## config.mk

```make
export PLATFORM = sky130hd
export DESIGN_NAME = dds_freq_meter
export DESIGN_NICKNAME = d
export VERILOG_FILES = /design/src/rtl/dds_freq_meter.sv
export SDC_FILE = /design/constraint.sdc
export NUM_CORES = 1
export LEC_CHECK = 0
export CELL_PAD_IN_SITES_DETAIL_PLACEMENT = 2
export CELL_PAD_IN_SITES_GLOBAL_PLACEMENT = 2
export CORE_ASPECT_RATIO = 0.9
export CORE_MARGIN = 5
export CORE_UTILIZATION = 29
export DETAILED_ROUTE_END_ITERATION = 6
export PLACE_DENSITY = 0.81
export SYNTH_ARGS = -nofsm -noshare
export SYNTH_HDL_FRONTEND = slang
export SYNTH_SLANG_ARGS = --single-unit
```

## constraint.sdc

```tcl
create_clock -name clk -period 2.52 [get_ports clk]
set_clock_uncertainty 0.1 [all_clocks]
set_input_delay 0.378 -clock clk [delete_from_list [all_inputs] [get_ports clk]]
set_output_delay 0.378 -clock clk [all_outputs]
set_load 0.005 [all_outputs]
```

## src/rtl/dds_freq_meter.sv

```systemverilog
// dds_freq_meter: recovers the DDS tuning word from the square wave it produces.
// The meter counts rising edges of signal_in[WIDTH-1] over a gate of 2^GATE_BITS clocks.
// It then scales that count by 2^(WIDTH-GATE_BITS) to give an adder estimate.
//
// Optional build macro:
//   DDS_FREQ_METER_SYNC_EN - signal_in[WIDTH-1] passes a 2-FF synchroniser before edge
//                            detection, for asynchronous sources (+2 clk latency).
//
// Ports:
//   clk         system clock, all logic on posedge
//   reset       synchronous active-low reset
//   run         1 = measure continuously, 0 = idle / abort current window
//   signal_in   DDS phase or meander word; only the MSB is used
//   edge_count  rising edges counted in the last completed gate
//   adder_est   edge_count << (WIDTH-GATE_BITS)
//   valid       one-cycle pulse when edge_count/adder_est update
//   busy        high while a gate window is in progress
module dds_freq_meter #(
   parameter int unsigned WIDTH     = 32,
   parameter int unsigned GATE_BITS = 20
) (
   input  logic                 clk,
   input  logic                 reset,
   input  logic                 run,
   input  logic [WIDTH-1:0]     signal_in,
   output logic [GATE_BITS-1:0] edge_count,
   output logic [WIDTH-1:0]     adder_est,
   output logic                 valid,
   output logic                 busy
);

   typedef enum logic [0:0] {StIdle, StGate} state_e;

   state_e                 state_q, state_d;
   logic [GATE_BITS-1:0]   gate_cnt_q, gate_cnt_d;
   logic [GATE_BITS-1:0]   edge_cnt_q, edge_cnt_d;
   logic [GATE_BITS-1:0]   edge_count_q, edge_count_d;
   logic [WIDTH-1:0]       adder_est_q, adder_est_d;
   logic                   valid_q, valid_d;
   logic                   msb_s;
   logic                   msb_q;
   logic                   rise;
   logic                   gate_done;
   logic [GATE_BITS-1:0]   edge_total;

   // Only the MSB carries frequency information.
   logic unused_signal_bits;
   assign unused_signal_bits = ^signal_in[WIDTH-2:0];

`ifdef DDS_FREQ_METER_SYNC_EN
   logic sync1_q, sync2_q;

   always_ff @(posedge clk) begin
      if (!reset) begin
         sync1_q <= 1'b0;
         sync2_q <= 1'b0;
      end else begin
         sync1_q <= signal_in[WIDTH-1];
         sync2_q <= sync1_q;
      end
   end

   assign msb_s = sync2_q;
`else
   assign msb_s = signal_in[WIDTH-1];
`endif

   assign rise       = msb_s & ~msb_q;
   assign gate_done  = &gate_cnt_q;
   // Includes the edge seen on the terminal cycle so no edge is lost between windows.
   assign edge_total = edge_cnt_q + GATE_BITS'(rise);

   always_comb begin
      state_d      = state_q;
      gate_cnt_d   = gate_cnt_q;
      edge_cnt_d   = edge_cnt_q;
      edge_count_d = edge_count_q;
      adder_est_d  = adder_est_q;
      valid_d      = 1'b0;
      unique case (state_q)
         StIdle: begin
            if (run) begin
               state_d    = StGate;
               gate_cnt_d = '0;
               edge_cnt_d = '0;
            end
         end
         StGate: begin
            if (gate_done) begin
               edge_count_d = edge_total;
               adder_est_d  = WIDTH'(edge_total) << (WIDTH - GATE_BITS);
               valid_d      = 1'b1;
               gate_cnt_d   = '0;
               edge_cnt_d   = '0;
               if (!run) state_d = StIdle;
            end else if (!run) begin
               // Abort: partial count is simply dropped, outputs keep the last result.
               state_d = StIdle;
            end else begin
               gate_cnt_d = gate_cnt_q + 1'b1;
               edge_cnt_d = edge_total;
            end
         end
         default: state_d = StIdle;
      endcase
   end

   always_ff @(posedge clk) begin
      if (!reset) begin
         state_q      <= StIdle;
         gate_cnt_q   <= '0;
         edge_cnt_q   <= '0;
         edge_count_q <= '0;
         adder_est_q  <= '0;
         valid_q      <= 1'b0;
         msb_q        <= 1'b0;
      end else begin
         state_q      <= state_d;
         gate_cnt_q   <= gate_cnt_d;
         edge_cnt_q   <= edge_cnt_d;
         edge_count_q <= edge_count_d;
         adder_est_q  <= adder_est_d;
         valid_q      <= valid_d;
         msb_q        <= msb_s;
      end
   end

   assign edge_count = edge_count_q;
   assign adder_est  = adder_est_q;
   assign valid      = valid_q;
   assign busy       = (state_q == StGate);

endmodule

```

# --- After elaboration in Yosys (flattened, before gate mapping) ---
# Cells that the tools add are included.
op_classes:
  n_mux: 9
  reduce_logical: 4
  n_addsub: 2
  eq_ne: 2
  bitwise: 3
ops:
  columns: ["cell", "n"]
  rows:
  - ["20-bit 2-to-1 mux", 5]
  - ["20-bit case mux with 2 select lines", 2]
  - ["21-bit AND reduction", 1]
  - ["20-bit by 1-bit adder with 20-bit output", 1]
  - ["20-bit by 1-bit adder with 20-bit output (second input constant)", 1]
  - ["20-bit AND reduction", 1]
  - ["2-bit AND reduction", 2]
  - ["3-bit by 2-bit inequality test with 1-bit output (second input constant)", 1]
  - ["1-bit 2-to-1 mux", 2]
  - ["2-bit inequality test (second input constant)", 1]
  - ["1-bit NOT", 2]
  - ["1-bit bitwise AND", 1]
word_totals:
  ff_bits: 63
  inputBits: 35
  out_inout_bits: 54
  wordCells: 26

# --- Depth between registers and ports, before layout ---
# Gate-level depths: netlist (run 1).
depth:
  word_depth: 6
  ltp_mapped: 10
  ltp_nobuf: 8

# --- Least setup slack after synthesis (run 1) ---
# Ideal clock, no wire load.
synth_path:
  kind: "input port to flip-flop"
  from: "input signal_in[31]"
  to: "register edge_cnt_q[14]"
  required_time_ns: 2.361
  path_buffers: 2
  cell_stages: 10
  setup_time_ns: 0.059
  arrival_time_ns: 2.018
  slack_ns: 0.342
  path_cell_list: "nor2b_1 -> ha_1 -> ha_1 -> and3_1 -> buf_2 -> and4_1 -> buf_2 -> nand3_1 -> or4_1 -> nand2_1"
synth_between:
  elab_chain_cells: 5
synth_lines:
  columns: ["item", "line_no", "rtl"]
  rows:
  - ["start: declaration", "25", "input logic [WIDTH-1:0] signal_in,"]
  - ["1-bit bitwise AND", "68", "assign rise = msb_s & ~msb_q;"]
  - ["20-bit by 1-bit adder with 20-bit output", "71", "assign edge_total = edge_cnt_q + GATE_BITS'(rise);"]
  - ["20-bit 2-to-1 mux", "96", "end else if (!run) begin"]
  - ["20-bit 2-to-1 mux", "89", "if (gate_done) begin"]
  - ["20-bit case mux with 2 select lines", "80", "unique case (state_q)"]
  - ["end signal: assignment", "120", "edge_cnt_q <= edge_cnt_d;"]
  - ["end: declaration", "36", "logic [GATE_BITS-1:0] edge_cnt_q, edge_cnt_d;"]
# No other way between the ends. The select of a mux whose other input is x is not followed.
# A chain may end at the register's enable or synchronous reset.

# --- Worst setup path in the final report (run 1) ---
layout_path:
  from: "input signal_in[31]"
  to: "register edge_cnt_q[12]"
# The elaborated chain is that of the path after synthesis.

==> results.toml, run 1 <==
[logic_synthesis]
synth_area_leaders = "dfxtp_1, buf_4, nand2_1, a21oi_1, o21ai_0"
synth_cells = 425
synth_edf_count = 0
synth_top_area_share_pct = 35.5
syn_area_per_cell_um2 = 8.35
yosys_most_used_dff = "dfxtp_1"
syn-cell-area_um2 = 3550
async_flop_share_pct = 0
ys_ff_latch = 63
ys_types = 51
synth.largest_area_cell = "dfxtp_1"
yosysWarnings = 0
seq_area_frac_synth_pct = 35.5

[critical_path]
end_kind = "flop"
required_ns = 2.62
worstReg2RegStart = "gate_cnt_q[4]"
worstPathArrival_ns = 2.51
crit_type = "in -> reg"
slowest_delay_ns = 0.41
worst-r2r-cell-count = 6
cp_max_fo = 4
crit_chain = "clkdlybuf4s50_1 -> nor2b_1 -> ha_1 -> ha_1 -> and3_1 -> and4_2 -> buf_4 -> nor3b_2 -> o21ai_0 -> a21oi_1"
cpMaxStageDelayCell = "clkdlybuf4s50_1"
crit_start = "signal_in[31]"
cp_common_cell = "ha_1"
critPathLaunchType = "input pin"
r2r_setup_slack_ns = 0.26
cp_top_family = "simple AND/OR/NAND/NOR gates"
worst-path-buf-inv = 2
endpoint = "edge_cnt_q[12]"
critical_path_depth = 10
worst_r2r_endpoint = "gate_cnt_q[12]"

[clock_network]
clockBufferDepth = 2
tritoncts = "built"
root_buffer = "clkbuf_16"
clkLatencyLatePin_ns = 0.33
cts.sinks = 63
cts_made_buffers = 9
clk_pin_slew_ns = 0.05
htree_levels = 3

[timing]
holdWs_ns = 0.424
finalMaxSlewViolations = 0
maxSlewHeadroom_pct = 61.9
finalSetupViolations = 0
hold_viol = 0
fmax_mhz = 416
min_period_ns = 2.41
setup_ws_ns = 0.114
period_share_pct = 95.5
worstMarginPinSlew_ns = 0.572
grt_setup_unrepaired = "no"

[routing]
postRouteAntennaNets = 0
totalWireLength_um = 12000
drtPass1Iterations = 4
drc = 0
vias = 3366
drtIter0Drc = 151
wl_per_cell_um = 19.2
viasPerCell = 5.39

[global_routing]
grt_pass1_vias = 3751
grt_use_total_pct = 17.0
grt_overflow = 0
grt_max_degree = 36
antenna_found_initial = 0
grt_pass1_wl_um = 19900

[outcome]
status = "complete, no violations"

[die]
die_x_um = 127
die_area_um2 = 14600
core_area_um2 = 12000
die_h_um = 115
initial_core_util_pct = 29.5
io_pins = 89
rows = 38

[final_layout]
seq_area_um2 = 1260
multi_input_area_um2 = 1940
area_delta_synth_final_pct = 24.2
final_cell_mix = "dfxtp_1, clkdlybuf4s50_1, nand2_1"
drive_gt1_share_pct = 15.3
layout_commonest_cell = "dfxtp_1"
nFillCells = 1321
diodes = 0
nets = 499

[place]
place_ws_ns = -0.192
gp_congestion = 0.796
place_hpwl_um = 8330
portBuffers = 45

[power]
leakage_nw = 1.53
peakVddDrop_v = 0.000278
report.power.total_w = 0.00237
powerDensity_nw_per_um2 = 539

[worst_hold_path]
min_path_type = "reg -> reg"

[run]
drv_cap = 0
-- final cells by class --
type	count	share of cell area, %
flip-flops and latches	63	28.6
repair buffers	75	15.9
clock buffers	12	5.82
well taps	160	4.54
inverters	2	0.170
multi-input cells	310	44.0
clock inverters	3	0.966
-- state kept, by name (all words and copies together) (netlist names) --
signal / flops
edge_cnt_q: 20
edge_count: 20
gate_cnt_q: 20
busy: 1
msb_q: 1
valid: 1
-- per-layer routing --
| layer | share of wire, % | GRT usage [%] | routed length, µm |
|---|---|---|---|
| met5 | 0 | 0 | 0 |
| met4 | 1.4 | 4.93 | 168 |
| met1 | 44 | 20.0 | 5300 |
| met2 | 52 | 31.6 | 6220 |
| met3 | 2.6 | 2.97 | 309 |
-- metrics by stage --
stage	setup TNS (ns)	std cells	util [%]	cell area [µm²]
floorplan	0	436	-	3590
global placement	-0.147	608	34.0	4090
detailed placement	-0.528	608	34.0	4090
CTS	0	623	36.4	4380
global route	0	625	36.6	4410
finish	0	625	36.6	4410
-- tightest hold or removal path: cells and delay by family, from the launching register on --
kind,cells,cell delay [ns]
AO/OA/AOI/OAI,2,0.15
flip-flops,1,0.33
-- report_power, final --
part	total (W)	switching, W	leakage (nW)	internal, W
Sequential	0.00100	0.00000374	0.508	0.000999
Clock	0.00127	0.000453	0.145	0.000812
Combinational	0.000105	0.0000706	0.875	0.0000345
Total	0.00237	0.000527	1.53	0.00185
-- synth_stat cells, types with 3 or more instances --
| cell type | count |
|---|---|
| o21ai_0 | 25 |
| a21oi_1 | 28 |
| a21boi_0 | 3 |
| o21a_1 | 4 |
| buf_4 | 36 |
| or4_1 | 6 |
| nand4_1 | 13 |
| or3_1 | 10 |
| nor2_1 | 18 |
| xor2_1 | 13 |
| xnor2_1 | 5 |
| mux2i_1 | 4 |
| dfxtp_1 | 63 |
| and4_1 | 8 |
| nor3b_1 | 3 |
| o211ai_1 | 5 |
| a211oi_2 | 9 |
| a211oi_1 | 5 |
| nor4_1 | 3 |
| a22oi_1 | 4 |
| a41oi_1 | 3 |
| and3_1 | 14 |
| nand3_1 | 19 |
| nor3_1 | 7 |
| and2_1 | 9 |
| nand2_1 | 38 |
| nor2_2 | 9 |
| clkbuf_1 | 14 |
| a31oi_1 | 9 |
| ha_1 | 3 |
| buf_2 | 7 |
-- cell families (layout without fill, tap and decap cells) --
| family | after synthesis | count (layout) | synth area share (%) |
|---|---|---|---|
| AND/OR/NAND/NOR | 168 | 168 | 26.6 |
| AO/OA/AOI/OAI | 105 | 105 | 19.9 |
| flip-flops | 63 | 63 | 35.5 |
| buffers and inverters | 63 | 92 | 11.2 |
| XOR/XNOR | 18 | 18 | 4.44 |
| multiplexers | 4 | 4 | 1.13 |
| adder cells (fa/ha/maj) | 3 | 3 | 1.06 |
| other | 1 | 12 | 0.106 |
-- what timing repair did --
item                       CTS  global route
setup endpoints to repair    0             5
resized for setup            0             2
setup buffers                0             2
hold buffers                 0             0
-- how the worst min path moves through the flow --
stage,endpoint,depth (start not counted),startpoint
after floorplan,gate_cnt_q[16],2,gate_cnt_q[16]
after global placement,gate_cnt_q[19],2,gate_cnt_q[19]
after detailed placement,gate_cnt_q[19],2,gate_cnt_q[19]
after CTS,gate_cnt_q[18],2,gate_cnt_q[18]
after global routing,edge_cnt_q[19],2,edge_cnt_q[19]
final,edge_cnt_q[19],2,edge_cnt_q[19]
Power figures use the tool's default switching activity.
==> run 2: changes to the inputs <==
--- a/config.mk
+++ b/config.mk
@@ -9,9 +9,10 @@
 export CELL_PAD_IN_SITES_GLOBAL_PLACEMENT = 2
 export CORE_ASPECT_RATIO = 0.9
 export CORE_MARGIN = 5
-export CORE_UTILIZATION = 29
+export CORE_UTILIZATION = 35
 export DETAILED_ROUTE_END_ITERATION = 6
-export PLACE_DENSITY = 0.81
+export DONT_BUFFER_PORTS = 1
+export PLACE_DENSITY = 0.76
 export SYNTH_ARGS = -nofsm -noshare
 export SYNTH_HDL_FRONTEND = slang
 export SYNTH_SLANG_ARGS = --single-unit
==> run 2 against run 1 <==
Fmax is 6.8% higher. Clock power is 6% lower. Utilization is 2.4 points higher. First-iteration DRC count is 18% lower. Register-to-register slack hardly changed. Critical endpoint is now edge_count[1].
==> results.toml, run 2 (same netlist as run 1, synthesis figures left out) <==
[worst_hold_path]
hold_path_depth = 1
min_path_type = "in -> reg"

[outcome]
status = "complete, no violations"

[global_routing]
grt_use_total_pct = 18.6
grt_pass1_vias = 3357
grt_overflow = 0
met2_usage_pct = 31.8
busiest_layer = "met2"
met3_usage_pct = 3.44
grt.met1_usage_pct = 23.6
grt_pass1_wl_um = 17900
antenna_found_initial = 0
grt_max_degree = 25

[die]
initial_core_util_pct = 36.3
die_h_um = 106
core_area_um2 = 9780
die_x_um = 116
rows = 34
io_pins = 89
die_area_um2 = 12300

[routing]
drtIter0Drc = 124
totalWireLength_um = 11100
drc = 0
viasPerCell = 5.79
postRouteAntennaNets = 0
wl_per_cell_um = 20.6
drtPass1Iterations = 4
vias = 3105

[critical_path]
critical_path_depth = 6
worstPathArrival_ns = 2.37
required_ns = 2.63
crit_chain = "nand4_1 -> nor4_2 -> and2_1 -> buf_4 -> mux2i_1 -> nor2_1"
cp_max_fo = 16
critPathLaunchType = "flop"
slowest_delay_ns = 0.58
end_kind = "flop"
crit_type = "reg -> reg"
cp_top_family = "simple AND/OR/NAND/NOR gates"
worst-path-buf-inv = 1
worst-r2r-cell-count = 6
cpMaxStageDelayCell = "nor4_2"

[power]
leakage_nw = 1.32
peakVddDrop_v = 0.000345
powerDensity_nw_per_um2 = 599

[final_layout]
area_delta_synth_final_pct = 7.55
finalInstanceArea_um2 = 3820
nFillCells = 1113
nets = 444
final_cell_mix = "dfxtp_1, nand2_1, a21oi_1"
drive_gt1_share_pct = 14.6
diodes = 0
multi_input_area_um2 = 1930
seq_area_um2 = 1260
layout_commonest_cell = "dfxtp_1"

[clock_network]
cts_resized = 0
clkLatencyLatePin_ns = 0.33
cts_made_buffers = 9
cts.sinks = 63
clk_pin_slew_ns = 0.05
postCtsHoldBufs = 0
postCtsSetupBuffers = 0
htree_levels = 3
tritoncts = "built"
clockBufferDepth = 2
root_buffer = "clkbuf_16"

[place]
placed_area_um2 = 3530
place_hpwl_um = 7540
gp_congestion = 0.779
portBuffers = 0

[timing]
fmax_mhz = 444
period_share_pct = 89.4
setup-tns-final_ns = 0
grt_setup_unrepaired = "no"
maxSlewHeadroom_pct = 59.2
finalSetupViolations = 0
worstMarginPinSlew_ns = 0.612
hold_viol = 0
min_period_ns = 2.25
finalMaxSlewViolations = 0

[run]
drv_cap = 0
## run 2: through the flow
step | std cells | power, W | hold slack [ns] | worst slack, ns | utilization [%]
floorplan | 436 | 0.00109 | 0.362 | 0.342 | -
global placement | 521 | 0.00111 | 0.379 | 0.347 | 36.1
CTS | 536 | 0.00231 | 0.0409 | 0.250 | 39.0
global route | 536 | 0.00237 | 0.0396 | 0.0965 | 39.0
detailed placement | 521 | 0.00111 | 0.387 | 0.230 | 36.1
finish | 536 | 0.00229 | 0.0512 | 0.267 | 39.0
## run 2: cell type report
cell class	instances	area share [%]
multi-input cells	310	50.6
flip-flops and latches	63	33.0
clock buffers	12	6.98
repair buffers	20	4.59
well taps	126	4.13
clock inverters	3	0.459
inverters	2	0.197
## run 2: final timing paths
check,to,slack [ns],from
max,edge_count[1],0.27,gate_cnt_q[2]
min,gate_cnt_q[13],0.05,run
max reg2reg,edge_count[1],0.27,gate_cnt_q[2]
min reg2reg,edge_cnt_q[19],0.41,edge_cnt_q[19]
## run 2: power breakdown
| group | internal, W | switching, W |
|---|---|---|
| Combinational | 0.0000253 | 0.0000619 |
| Clock | 0.000737 | 0.000461 |
| Sequential | 0.000999 | 0.00000300 |
## run 2: routing by layer
metal | up-vias | wire length (µm)
met5 | - | 0
met4 | 0 | 133
met3 | 10 | 314
met2 | 49 | 5490
met1 | 1581 | 5120
li1 | 1465 | -
